==> src/rtl/serial_sub_pkg.sv <==
// rtl/serial_sub_pkg.sv - shared types and sizing helper for the bit-serial subtractor
package serial_sub_pkg;

  typedef enum logic [1:0] {IDLE, RUN, DONE} state_t;

  function automatic int cnt_w(input int width);
    return $clog2(width + 1);
  endfunction

endpackage

==> src/rtl/full_subtractor.sv <==
// rtl/full_subtractor.sv - one-bit subtract-with-borrow cell
module full_subtractor (
  input  logic a,
  input  logic b,
  input  logic bin,
  output logic d,
  output logic bout
);

  assign d    = a ^ b ^ bin;
  assign bout = (~a & b) | (~(a ^ b) & bin);

endmodule

==> src/rtl/serial_subtractor.sv <==
// rtl/serial_subtractor.sv - LSB-first bit-serial unsigned subtractor with start/done handshake
module serial_subtractor
  import serial_sub_pkg::*;
#(
  parameter int WIDTH = 8
) (
  input  logic             clk,
  input  logic             rst_n,
  input  logic             start,
  input  logic [WIDTH-1:0] a,
  input  logic [WIDTH-1:0] b,
  input  logic             bin,
  output logic             busy,
  output logic             done,
  output logic [WIDTH-1:0] diff,
  output logic             bout
);

  localparam int CW = cnt_w(WIDTH);
  localparam logic [CW-1:0] LAST = CW'(WIDTH - 1);

  state_t           state, state_n;
  logic [WIDTH-1:0] a_sh, b_sh, diff_sh, diff_nx;
  logic             brw;
  logic [CW-1:0]    cnt;
  logic             d, bo;
  logic             last;

  full_subtractor u_fs (
    .a    (a_sh[0]),
    .b    (b_sh[0]),
    .bin  (brw),
    .d    (d),
    .bout (bo)
  );

  // New bit enters at the MSB so the LSB-first stream lands in place after WIDTH shifts.
  generate
    if (WIDTH == 1) begin : g_one
      assign diff_nx = d;
    end else begin : g_many
      assign diff_nx = {d, diff_sh[WIDTH-1:1]};
    end
  endgenerate

  assign last = (cnt == LAST);
  assign busy = (state == RUN);
  assign done = (state == DONE);

  always_ff @(posedge clk) begin
    if (!rst_n) state <= IDLE;
    else        state <= state_n;
  end

  always_comb begin
    state_n = state;
    case (state)
      IDLE:    if (start) state_n = RUN;
      RUN:     if (last)  state_n = DONE;
      DONE:    state_n = IDLE;
      default: state_n = IDLE;
    endcase
  end

  always_ff @(posedge clk) begin
    if (!rst_n) begin
      a_sh    <= '0;
      b_sh    <= '0;
      diff_sh <= '0;
      brw     <= 1'b0;
      cnt     <= '0;
      diff    <= '0;
      bout    <= 1'b0;
    end else begin
      case (state)
        IDLE: begin
          if (start) begin
            a_sh <= a;
            b_sh <= b;
            brw  <= bin;
            cnt  <= '0;
          end
        end
        RUN: begin
          a_sh    <= a_sh >> 1;
          b_sh    <= b_sh >> 1;
          brw     <= bo;
          diff_sh <= diff_nx;
          cnt     <= cnt + CW'(1);
          // Result registers only change on the final bit, so the old result holds until then.
          if (last) begin
            diff <= diff_nx;
            bout <= bo;
          end
        end
        default: ;
      endcase
    end
  end

endmodule

==> config.mk <==
export PLATFORM = sky130hd
export DESIGN_NAME = serial_subtractor
export DESIGN_NICKNAME = d
export VERILOG_FILES = /design/src/rtl/serial_sub_pkg.sv /design/src/rtl/full_subtractor.sv /design/src/rtl/serial_subtractor.sv
export SDC_FILE = /design/constraint.sdc
export NUM_CORES = 1
export LEC_CHECK = 0
export ABC_AREA = 1
export BUFFER_PORTS_ARGS = -buffer_cell sky130_fd_sc_hd__clkbuf_2
export CAP_MARGIN = 10
export CORE_MARGIN = 10
export CORE_UTILIZATION = 50
export CTS_BUF_LIST = sky130_fd_sc_hd__clkbuf_4 sky130_fd_sc_hd__clkbuf_8
export CTS_CLUSTER_SIZE = 24
export DETAILED_ROUTE_END_ITERATION = 8
export HOLD_SLACK_MARGIN = 0.15
export PLACE_DENSITY = 0.73
export SLEW_MARGIN = 25
export SYNTH_ARGS = -nofsm -noshare
export SYNTH_HDL_FRONTEND = slang
export SYNTH_SLANG_ARGS = --single-unit
==> constraint.sdc <==
create_clock -name clk -period 1.76 [get_ports clk]
set_clock_uncertainty 0.2 [all_clocks]
set_input_delay 0.352 -clock clk [delete_from_list [all_inputs] [get_ports clk]]
set_output_delay 0.352 -clock clk [all_outputs]
set_load 0.02 [all_outputs]
Yosys cells after proc, flatten, opt, wreduce, memory -nomap -nowiden --
Cells that the tools add are included. Widths: inputs -> output; s select.
Storage, ports and cells: word-level logic and storage cells 37, input bits 20, register bits 40
Cells by class: eq/ne operators 5, reduce and logical (&&, ||, !) cells 5, multiplexer cells 11, bitwise operators 7, add/subtract/negate cells 1
Operators with widths (number):
- $pmux 8 s2 | 2
- $mux 8 | 2
- $pmux 4 s2 | 1
- $reduce_and 2->1 | 3
- $add 4x1->4 const B | 1
- $eq 4x3->1 const B | 1
- $mux 2 | 2
- $mux 4 | 1
- $pmux 2 s2 | 1
- $and 1x1->1 | 2
- $eq 2x1->1 const B | 1
- $eq 2x2->1 const B | 1
- $logic_not 2->1 | 1
- $ne 2x1->1 const B | 1
- $ne 2x2->1 const B | 1
- $not 1->1 | 2
- $pmux 1 s2 | 1
- $reduce_bool 2->1 | 1
- $xor 1x1->1 | 2
- $mux 1 | 1
- $or 1x1->1 | 1

Longest topological paths before layout --
word-level depth 5, depth in mapped cells 7, gate-level depth less buffers 7

Hierarchy --
A second synthesis with hierarchy kept.
Second synthesis, totals: cells, all modules 225, area total of the unflattened synthesis 1619.1 um^2
By module, submodules not included:
- serial_subtractor | times used 1, cells an instance 221, area an instance 1587.8 um^2
- full_subtractor | times used 1, cells an instance 4, area an instance 31.3 um^2

Worst setup path before layout --
OpenSTA, ideal clock, no wires.
path kind register to register, from register b_sh[0], to register diff[7], stages on the path, launching flop included 7, data arrival time 1.082 ns, buffers on the path 0, setup time 0.116 ns, slack 0.362 ns, path through dfxtp_1 -> inv_1 -> fa_1 -> inv_1 -> nand2_1 -> o21ai_0 -> nor2_1
Between the ends: longest elaborated chain between the ends 2
Ends and longest elaborated chain:
- from (decl) | RTL line serial_subtractor.sv:23 | logic [WIDTH-1:0] a_sh, b_sh, diff_sh, diff_nx;
- from (signal assigned) | RTL line serial_subtractor.sv:86 | b_sh <= b_sh >> 1;
- $xor 1x1->1 (2 in series) | RTL line full_subtractor.sv:10 | assign d = a ^ b ^ bin;
- via d | RTL line serial_subtractor.sv:26 | logic d, bo;
- to (signal assigned) | RTL line serial_subtractor.sv:92 | diff <= diff_nx;
- to (decl) | RTL line serial_subtractor.sv:15 | output logic [WIDTH-1:0] diff,
The timed path passes the listed nets, and every way through them passes these cells. A chain may end at the register's enable or synchronous reset.

Worst setup path in the final report --
from register state[1], to output port done
Between the ends: longest elaborated chain between the ends 1
Ends and longest elaborated chain:
- from (decl) | RTL line serial_subtractor.sv:22 | state_t state, state_n;
- from (signal assigned) | RTL line serial_subtractor.sv:52 | else state <= state_n;
- $eq 2x2->1 | RTL line serial_subtractor.sv:48 | assign done = (state == DONE);
- to (decl) | RTL line serial_subtractor.sv:14 | output logic done,
No other way between the ends.

==> impl_metrics.py <==
metrics = {
    "status": {
        "status": "completed",
    },
    "clock_tree": {
        "cts_tree": "built",
        "clock_latency_ps": 360,
        "htree_levels": 2,
        "cts_sinks": 39,
        "clock_path_buffers": 2,
        "numCtsBuffers": 5,
        "clk_pin_slew_ps": 130,
        "cts_root_buffer": "clkbuf_4",
    },
    "die": {
        "initial_core_util": 0.520,
        "ios": 31,
        "die_h_um": 78.9,
        "fp.dieW_um": 78.9,
        "die_area_um2": 6230,
        "fp-row-count": 21,
        "core_area_um2": 3340,
    },
    "final_layout": {
        "drive_gt1_frac": 0.192,
        "synthToLayoutAreaGrowth_pct": 26.7,
        "fillers": 313,
        "n_antenna_cell": 0,
        "final_core_util": 0.659,
        "fin_nets": 328,
        "stdcell_area_um2": 2200,
    },
    "synth": {
        "synth.avg_cell_area_um2": 6.83,
        "syn_inst": 254,
        "seq_area_frac_synth": 0.450,
        "synth_top_cell_area_share": 0.450,
        "synth_edf_count": 0,
        "synth_common_cells": "61 x nor2_1, 54 x nand2_1, 39 x dfxtp_1, 33 x nand3_1, 21 x inv_1",
        "synth_nets": 276,
        "yosys_register_bits": 39,
        "synth_cell_types": 19,
        "yosysWarnings": 0,
        "synth_xor_area_frac": 0,
        "synth_mux_area_frac": 0,
        "synthAdderAreaFrac": 0.0187,
        "synthArstFlopShare": 0,
        "synth_simple_gate_area_frac": 0.391,
        "synth-compound-area-share": 0.0490,
        "synth_ff_type": "dfxtp_1",
        "synth_most_common_cell": "nor2_1",
        "synth_area_um2": 1740,
        "synth_top_family_by_area": "simple AND/OR/NAND/NOR gates",
        "synth_top_area_cell": "dfxtp_1",
        "synthTopCellsByArea": "dfxtp_1 45%, nor2_1 13%, nand2_1 12%",
    },
    "place": {
        "place_congestion": 0.796,
        "hpwl_um": 2820,
        "dpl-instance-area_um2": 1950,
        "portBuffers": 30,
    },
    "global_routing": {
        "grt_use_total": 0.140,
        "grt_pass1_wl_um": 6980,
        "grt_overflow": 0,
        "first_global_vias": 1558,
        "antenna_found_initial": 0,
        "grt_max_degree": 18,
    },
    "timing": {
        "worst_pin_slew_ps": 371,
        "fin_crit_ps": 1690,
        "fmax_ghz": 0.592,
        "setup_viol": 0,
        "slew_headroom": 0.752,
        "rsz0062_at_grt": "no",
        "finalCritPeriodShare": 0.960,
        "final.setup.tns_ps": 0,
        "hold_viol": 0,
        "hold_slack_ps": 169,
        "drv_slew": 0,
    },
    "detailed_routing": {
        "firstDrtPassIters": 4,
        "wl_per_cell_um": 11.9,
        "ant_nets": 0,
        "drtIter0Drc": 101,
        "post_drt_via_cell_ratio": 4.74,
        "num_vias": 1674,
        "wl_um": 4190,
        "drc": 0,
    },
    "setup_path": {
        "cp-end-kind": "output pin",
        "critPathRequiredTime_ps": 1210,
        "cp_max_fo": 3,
        "slowest_stage": "dfxtp_2",
        "cp_slowest_stage_delay_ps": 410,
        "cp-start-kind": "flop",
        "worstPathArrival_ps": 1140,
        "critical_path_class": "reg2out",
        "path_cells": "inv_2 > nor2_1 > clkbuf_2",
        "r2r_cells": 7,
    },
    "power_and_ir_drop": {
        "irDropWorstVdd_v": 0.000464,
        "power_density_nw_per_um2": 775,
        "p_leak_uw": 0.00105,
    },
    "min_path": {
        "holdCritPathClass": "in2reg",
        "whs_path_depth": 5,
    },
    "flow_run": {
        "maxCapViolCount": 0,
    },
}
-- kinds of logic after synthesis --
family / Yosys count
simple gates: 159
flops: 39
buf+inv: 37
compound gates: 17
fa+ha+maj: 2
-- stage by stage --
stage	setup WS [ps]	total power [uW]	std cells
6_report	70.6	1700	353
5_1_grt	14.7	1790	353
4_1_cts	8.60	1700	351
3_5_place_dp	224	1200	326
3_3_place_gp	262	1200	326
2_1_floorplan	362	1130	254
-- power breakdown --
group / internal (uW) / leakage (uW) / switching (uW)
sequential: 927 / 0.000319 / 27.5
combinational: 123 / 0.000701 / 146
clock: 153 / 0.0000272 / 327
total: 1200 / 0.00105 / 501
-- what timing repair did --
| item | CTS | global route |
|---|---|---|
| hold endpoints to repair | 17 | 0 |
| buffers inserted | 0 | 2 |
| hold buffers | 17 | 0 |
| gates resized for setup | 2 | 3 |
| setup endpoints to repair | 1 | 2 |
| pin swaps | 0 | 1 |
-- state kept, by name (all words and copies together) (netlist names) --
signal	flops
state	2
bout	1
b_sh	8
a_sh	8
brw	1
diff_sh	7
cnt	4
diff	8
-- metal layers --
metal	routed length, um	vias up	share of wire	track usage
met2	1920	48	0.46	0.231
met4	80	0	0.019	0.0645
met3	297	8	0.071	0.0586
met1	1890	724	0.45	0.152
li1	-	894	-	-
met5	0	-	0	0
-- worst max-delay path: cells and delay by family (launching register included) --
family	cells	cell delay, ps
buffers and inverters	2	250
and+or+nand+nor	1	120
DFF	1	410
-- cell usage in the layout, fill, tap and decap left out, types with 2 or more instances in the layout --
cell	count
a21oi_1	6
buf_4	12
clkbuf_2	29
clkbuf_4	5
clkinvlp_4	2
dfxtp_1	37
dfxtp_2	2
dlygate4sd3_1	17
inv_1	21
inv_2	3
nand2_1	54
nand2_2	2
nand3_1	33
nand3b_1	7
nor2_1	60
nor2_4	2
o21ai_0	9
o21ai_1	2
-- cell type report --
cell class / instances / area, um^2 / area share
Sequential cell: 39 / 783 / 0.356
Timing Repair Buffer: 58 / 405 / 0.184
Inverter: 24 / 90.1 / 0.0410
Multi-Input combinational cell: 178 / 805 / 0.366
Clock buffer: 5 / 37.5 / 0.0171
Clock inverter: 3 / 20.0 / 0.00911
Tap cell: 46 / 57.6 / 0.0262
-- worst paths after layout --
check / startpoint / endpoint / slack [ps]
setup / recovery: state[1]$_SDFFE_PN0P_ / done / 70
hold / removal: bin / brw$_SDFFE_PN0P_ / 170
setup reg to reg: cnt[0]$_SDFFE_PN0P_ / diff[5]$_SDFFE_PN0P_ / 220
hold reg to reg: diff[1]$_SDFFE_PN0P_ / diff[1]$_SDFFE_PN0P_ / 290
(Power assumes the default switching activity.)
